==> config.mk <==
export PLATFORM = sky130hd
export DESIGN_NAME = i2c_reg_target
export DESIGN_NICKNAME = d
export VERILOG_FILES = /design/src/rtl/i2c_reg_target.sv
export SDC_FILE = /design/constraint.sdc
export NUM_CORES = 1
export LEC_CHECK = 0
export ABC_CLOCK_PERIOD_IN_PS = 3900
export CAP_MARGIN = 10
export CORE_MARGIN = 3
export CORE_UTILIZATION = 54
export CTS_BUF_LIST = sky130_fd_sc_hd__clkbuf_16
export CTS_CLUSTER_DIAMETER = 50
export CTS_CLUSTER_SIZE = 24
export DETAILED_ROUTE_END_ITERATION = 8
export PLACE_DENSITY = 0.81
export REMOVE_ABC_BUFFERS = 1
export SYNTH_ARGS = -nofsm -noshare
export SYNTH_HDL_FRONTEND = slang
export SYNTH_SLANG_ARGS = --single-unit
==> constraint.sdc <==
create_clock -name clk -period 3.9 [get_ports clk]
set_input_delay 0.585 -clock clk [delete_from_list [all_inputs] [get_ports clk]]
set_output_delay 0.585 -clock clk [all_outputs]
set_load 0.05 [all_outputs]
==> src/rtl/i2c_reg_target.sv <==
// I2C register target: 7-bit address, 8-bit pointer, DATA_BYTES-wide words, no clock stretching.
// Define I2C_TARGET_AUTOINC_EN to advance the pointer after every completed read or write word.
`timescale 1ns/1ps
module i2c_reg_target #(
    parameter int DATA_BYTES = 2
) (
    input  logic                      clk,
    input  logic                      reset,
    input  logic                      enable,
    input  logic [6:0]                chip_id,
    input  logic                      sda_in,
    input  logic                      scl_in,
    output logic                      sda_out,
    output logic                      scl_out,
    output logic                      sda_oen,
    output logic                      scl_oen,
    output logic [7:0]                reg_addr,
    input  logic [8*DATA_BYTES-1:0]   rd_data,
    output logic [8*DATA_BYTES-1:0]   wr_data,
    output logic                      wr_en,
    output logic                      busy,
    output logic                      done
);
    localparam int W = 8 * DATA_BYTES;
`ifdef I2C_TARGET_AUTOINC_EN
    localparam bit AutoInc = 1'b1;
`else
    localparam bit AutoInc = 1'b0;
`endif

    // state     | meaning
    // IDLE      | bus idle or not ours
    // ADDR      | shifting in address byte
    // ADDR_ACK  | acknowledging our address
    // PTR       | shifting in register pointer
    // PTR_ACK   | acknowledging pointer
    // WDATA     | shifting in write byte
    // WDATA_ACK | acknowledging write byte
    // RDATA     | shifting out read byte
    // RDATA_ACK | sampling master ACK/NACK
    // WAIT_STOP | ignoring bus until STOP/START
    typedef enum logic [3:0] {
        IDLE, ADDR, ADDR_ACK, PTR, PTR_ACK, WDATA, WDATA_ACK, RDATA, RDATA_ACK, WAIT_STOP
    } state_e;

    state_e         state_q, state_d;
    logic [3:0]     bit_cnt_q, bit_cnt_d;
    logic [1:0]     byte_cnt_q, byte_cnt_d;
    logic [7:0]     shift_q, shift_d;
    logic [W-1:0]   tx_q, tx_d;
    logic           rw_q, rw_d;
    logic           ack_q, ack_d;
    logic [7:0]     reg_addr_q, reg_addr_d;
    logic [W-1:0]   wr_data_q, wr_data_d;
    logic           wr_en_q, wr_en_d;
    logic           busy_q, busy_d;
    logic           done_q, done_d;
    logic           sda_oen_q, sda_oen_d;
    logic [W-1:0]   byte_ext;

    logic sda_meta_q, sda_sync_q, sda_last_q;
    logic scl_meta_q, scl_sync_q, scl_last_q;
    logic scl_rise, scl_fall, start_det, stop_det, last_byte;

    always_ff @(posedge clk) begin
        if (reset) begin
            sda_meta_q <= 1'b1;
            sda_sync_q <= 1'b1;
            sda_last_q <= 1'b1;
            scl_meta_q <= 1'b1;
            scl_sync_q <= 1'b1;
            scl_last_q <= 1'b1;
        end else begin
            sda_meta_q <= sda_in;
            sda_sync_q <= sda_meta_q;
            sda_last_q <= sda_sync_q;
            scl_meta_q <= scl_in;
            scl_sync_q <= scl_meta_q;
            scl_last_q <= scl_sync_q;
        end
    end

    assign scl_rise  = scl_sync_q & ~scl_last_q;
    assign scl_fall  = ~scl_sync_q & scl_last_q;
    assign start_det = scl_sync_q & scl_last_q & sda_last_q & ~sda_sync_q;
    assign stop_det  = scl_sync_q & scl_last_q & ~sda_last_q & sda_sync_q;
    assign last_byte = (byte_cnt_q == 2'(DATA_BYTES - 1));

    always_comb begin
        state_d    = state_q;
        bit_cnt_d  = bit_cnt_q;
        byte_cnt_d = byte_cnt_q;
        shift_d    = shift_q;
        tx_d       = tx_q;
        rw_d       = rw_q;
        ack_d      = ack_q;
        reg_addr_d = reg_addr_q;
        wr_data_d  = wr_data_q;
        wr_en_d    = 1'b0;
        busy_d     = busy_q;
        done_d     = 1'b0;
        sda_oen_d  = sda_oen_q;
        byte_ext   = W'(shift_q);

        // Advance one clk after the strobe so wr_en sees the pointer it was aimed at.
        if (wr_en_q && AutoInc) reg_addr_d = reg_addr_q + 8'd1;

        if (!enable) begin
            state_d    = IDLE;
            sda_oen_d  = 1'b1;
            busy_d     = 1'b0;
            bit_cnt_d  = '0;
            byte_cnt_d = '0;
        end else if (start_det) begin
            state_d    = ADDR;
            sda_oen_d  = 1'b1;
            bit_cnt_d  = '0;
            byte_cnt_d = '0;
        end else if (stop_det) begin
            state_d   = IDLE;
            sda_oen_d = 1'b1;
            busy_d    = 1'b0;
            done_d    = busy_q;
        end else begin
            case (state_q)
                ADDR, PTR, WDATA: begin
                    if (scl_rise) begin
                        shift_d   = {shift_q[6:0], sda_sync_q};
                        bit_cnt_d = bit_cnt_q + 4'd1;
                    end else if (scl_fall && bit_cnt_q == 4'd8) begin
                        bit_cnt_d = '0;
                        if (state_q == ADDR) begin
                            if (shift_q[7:1] == chip_id) begin
                                state_d   = ADDR_ACK;
                                sda_oen_d = 1'b0;
                                busy_d    = 1'b1;
                                rw_d      = shift_q[0];
                            end else begin
                                state_d   = WAIT_STOP;
                                sda_oen_d = 1'b1;
                            end
                        end else if (state_q == PTR) begin
                            state_d    = PTR_ACK;
                            sda_oen_d  = 1'b0;
                            reg_addr_d = shift_q;
                        end else begin
                            state_d   = WDATA_ACK;
                            sda_oen_d = 1'b0;
                            wr_data_d = (wr_data_q << 8) | byte_ext;
                            if (last_byte) begin
                                wr_en_d    = 1'b1;
                                byte_cnt_d = '0;
                            end else begin
                                byte_cnt_d = byte_cnt_q + 2'd1;
                            end
                        end
                    end
                end
                ADDR_ACK: begin
                    if (scl_fall) begin
                        if (rw_q) begin
                            state_d   = RDATA;
                            tx_d      = rd_data;
                            sda_oen_d = rd_data[W-1];
                        end else begin
                            state_d   = PTR;
                            sda_oen_d = 1'b1;
                        end
                    end
                end
                PTR_ACK, WDATA_ACK: begin
                    if (scl_fall) begin
                        state_d   = WDATA;
                        sda_oen_d = 1'b1;
                    end
                end
                RDATA: begin
                    if (scl_rise) begin
                        bit_cnt_d = bit_cnt_q + 4'd1;
                    end else if (scl_fall) begin
                        tx_d = tx_q << 1;
                        if (bit_cnt_q == 4'd8) begin
                            state_d   = RDATA_ACK;
                            sda_oen_d = 1'b1;
                            bit_cnt_d = '0;
                            if (last_byte) begin
                                byte_cnt_d = '0;
                                if (AutoInc) reg_addr_d = reg_addr_q + 8'd1;
                            end else begin
                                byte_cnt_d = byte_cnt_q + 2'd1;
                            end
                        end else begin
                            sda_oen_d = tx_q[W-2];
                        end
                    end
                end
                RDATA_ACK: begin
                    if (scl_rise) begin
                        ack_d = ~sda_sync_q;
                    end else if (scl_fall) begin
                        if (ack_q) begin
                            state_d = RDATA;
                            if (byte_cnt_q == 2'd0) begin
                                tx_d      = rd_data;
                                sda_oen_d = rd_data[W-1];
                            end else begin
                                sda_oen_d = tx_q[W-1];
                            end
                        end else begin
                            state_d   = WAIT_STOP;
                            sda_oen_d = 1'b1;
                        end
                    end
                end
                default: ;
            endcase
        end
    end

    always_ff @(posedge clk) begin
        if (reset) begin
            state_q    <= IDLE;
            bit_cnt_q  <= '0;
            byte_cnt_q <= '0;
            shift_q    <= '0;
            tx_q       <= '0;
            rw_q       <= 1'b0;
            ack_q      <= 1'b0;
            reg_addr_q <= '0;
            wr_data_q  <= '0;
            wr_en_q    <= 1'b0;
            busy_q     <= 1'b0;
            done_q     <= 1'b0;
            sda_oen_q  <= 1'b1;
        end else begin
            state_q    <= state_d;
            bit_cnt_q  <= bit_cnt_d;
            byte_cnt_q <= byte_cnt_d;
            shift_q    <= shift_d;
            tx_q       <= tx_d;
            rw_q       <= rw_d;
            ack_q      <= ack_d;
            reg_addr_q <= reg_addr_d;
            wr_data_q  <= wr_data_d;
            wr_en_q    <= wr_en_d;
            busy_q     <= busy_d;
            done_q     <= done_d;
            sda_oen_q  <= sda_oen_d;
        end
    end

    assign sda_out  = 1'b0;
    assign scl_out  = 1'b0;
    assign scl_oen  = 1'b1;
    assign sda_oen  = sda_oen_q;
    assign reg_addr = reg_addr_q;
    assign wr_data  = wr_data_q;
    assign wr_en    = wr_en_q;
    assign busy     = busy_q;
    assign done     = done_q;

endmodule

==> metrics <==
status completed; Root Buffer clkbuf_16; IO Port Bufs 55; fin area 4260 um^2; synthesized cell area 3460 um^2; cell taking the most area after synthesis dfxtp_1; syn_area_per_cell 9.02 um^2; CP startpoint state_q[1]$_SDFFE_PP0P_; DIE HEIGHT 86.1 um; GRT Residual Overflow 0; largest net degree at the start of global routing 57; crit path kind flip-flop to flip-flop; worst min path class flip-flop to flip-flop; 1st-iter DRT viols 190; Reg clk slew, reported paths 60 ps; Peak VDD IR 0.380 mV; Critical Path AT 2660 ps; Post-CTS Setup Bufs 0; WL/cell 14.9 um; CTS H-Tree Depth 3; crit-path max FO 32; fmax 415 MHz; die area 7410 um^2; async set-or-reset flop fraction in the synthesized netlist 0%; Worst Tran Pin Value 853 ps; endpoint class of the critical path flip-flop; fin crit share 61.8%; RSZ-0062 raised after global routing false; initial core utilization 57.2%; Worst EP required 4150 ps; Total GRT Usage 22.1%; most frequent cell after synthesis dfxtp_1; first-pass GRT wire length 13.2 mm; Final ANT Viol Nets 0; n_diodes 0; Post-synth top flop dfxtp_1; Slew Viols, Final 0; worst slack, placed 1480 ps; Syn Inst Count 384; worst hold margin 408 ps; CTS tree built; Leak 0.00152 uW; Ys Warns 0; setup violators final 0; post-DP HPWL 5.20 mm; vias in the first global route 2,837; Final #Nets 459; initial antenna violation count 0; clock latency at the later pin of the worst-skew pair 330 ps; Worst setup SP type flip-flop; Post-synth EDFFs 0; Core Rows 28; share of layout cells above drive strength 1 13.9%; FILL cells 464; top cell type's share of synthesized area 40.4%; residual DRC count 0; Hold-fix buffers, CTS 0; Max Cap Violations 0; vias after detailed routing 2,848; worst clock skew 7.50 ps; Synth-to-Final Area Change 23.0%; Num CTS Buffers 9; chip width 86.1 um; placed cell areas 3980 um^2; TNS Setup 0 ps; Pre-antenna DRT Iters 4; GPL Wtd Cong 0.870; core area 6060 um^2; sequential fraction of the synthesis area 40.4%; min Tclk post-route 2410 ps; final hold violation count 0; synth unique cells 54; top cells by count, synth 70 x dfxtp_1, 42 x nand2_1, 38 x nor2_1; clock tree buffer depth 2; Worst R2R Start state_q[1]$_SDFFE_PP0P_; post-cts sizing count 0; Worst slew margin 42.7%; synthesis-stage register bit count 70; vias per cell 5.63; ranking of synthesized cells by area dfxtp_1 40%, mux2i_1 10%, a211oi_2 5.1%, nand2_1 4.6%, nor2_1 4.1%; clock sink total 70; setup ws final 1490 ps; HP Start sda_meta_q$_SDFF_PP1_; # IOs 59; Final Routed Wirelength 7.52 mm; pwr dens 370 nW/um^2
kinds of logic (layout without fill, tap and decap cells):
kind of cell    count (synthesis)  in the layout  synth area share (%)
flops                          70             70                  40.4
simple gates                  142            142                  21.8
other cells                     2              3                 0.217
xor+xnor                       11             11                  2.78
buf+inv                        40             86                  5.78
compound gates                 78             78                  16.8
mux                            36             36                  10.4
fa+ha+maj                       5              5                  1.81
path summary, 6_finish.rpt:
| check | end | slack [ps] | cells after the start |
|---|---|---|---|
| setup / recovery | tx_q[11]$_SDFFE_PP0P_ | 1490 | 7 |
| hold / removal | sda_sync_q$_SDFF_PP1_ | 410 | 1 |
| setup reg to reg | tx_q[11]$_SDFFE_PP0P_ | 1490 | 7 |
| hold reg to reg | sda_sync_q$_SDFF_PP1_ | 410 | 1 |
metrics by stage:
step | cells | total power [uW] | util, %
floorplan | 357 | 771 | -
global placement | 490 | 816 | 65.6
detailed placement | 490 | 817 | 65.6
CTS | 506 | 1580 | 70.3
global route | 506 | 1630 | 70.3
finish | 506 | 1570 | 70.3
cell type report:
cell class / count / area (um^2) / area share [%]
clock buffers: 9 / 225 / 5.28
well taps: 75 / 93.8 / 2.20
clock inverters: 7 / 61.3 / 1.44
repair buffers: 58 / 568 / 13.3
flip-flops and latches: 70 / 1400 / 32.9
multi-input cells: 275 / 1870 / 43.8
inverters: 12 / 45.0 / 1.06
registers in the layout, summed over array words and instances, names as in the netlist, 2 cells and up:
signal / cells
bit_cnt_q: 4
byte_cnt_q: 2
reg_addr: 8
shift_q: 8
state_q: 4
tx_q: 16
wr_data: 16
placed cells by master, fill, tap and decap left out, drive strengths merged, types with 4 or more instances in the layout:
| cell type | count |
|---|---|
| dfxtp | 70 |
| clkdlybuf4s50 | 54 |
| nor2 | 49 |
| nand2 | 42 |
| mux2i | 35 |
| a21oi | 28 |
| a211oi | 17 |
| inv | 17 |
| o21ai | 14 |
| xnor2 | 10 |
| nand3 | 10 |
| clkbuf | 9 |
| or2 | 7 |
| ha | 5 |
| nor2b | 5 |
| nand2b | 4 |
| nor3 | 4 |
| buf | 4 |
| nor4 | 4 |
layer usage:
layer | up-vias | share of wire [%] | routed length [um] | GRT usage, %
met5 | - | 0 | 0 | 0
met4 | 0 | 1.3 | 98 | 5.90
met3 | 9 | 5.5 | 412 | 5.67
met2 | 68 | 50 | 3760 | 36.8
met1 | 1358 | 43 | 3250 | 28.3
li1 | 1413 | - | - | -
power by group:
group          switching [uW]  internal, uW  leakage (uW)
logic                    43.7          37.6      0.000823
registers                3.17           718      0.000565
clock network             330           443      0.000135
critical path, stage by stage (launching register included):
cell and delay (ps):
dfxtp_1 700, nand4b_1 170, buf_4 270, or2_4 260, a211oi_4 180, buf_4 430
nor2_1 110, a211oi_2 190
(Power assumes the default switching activity.)
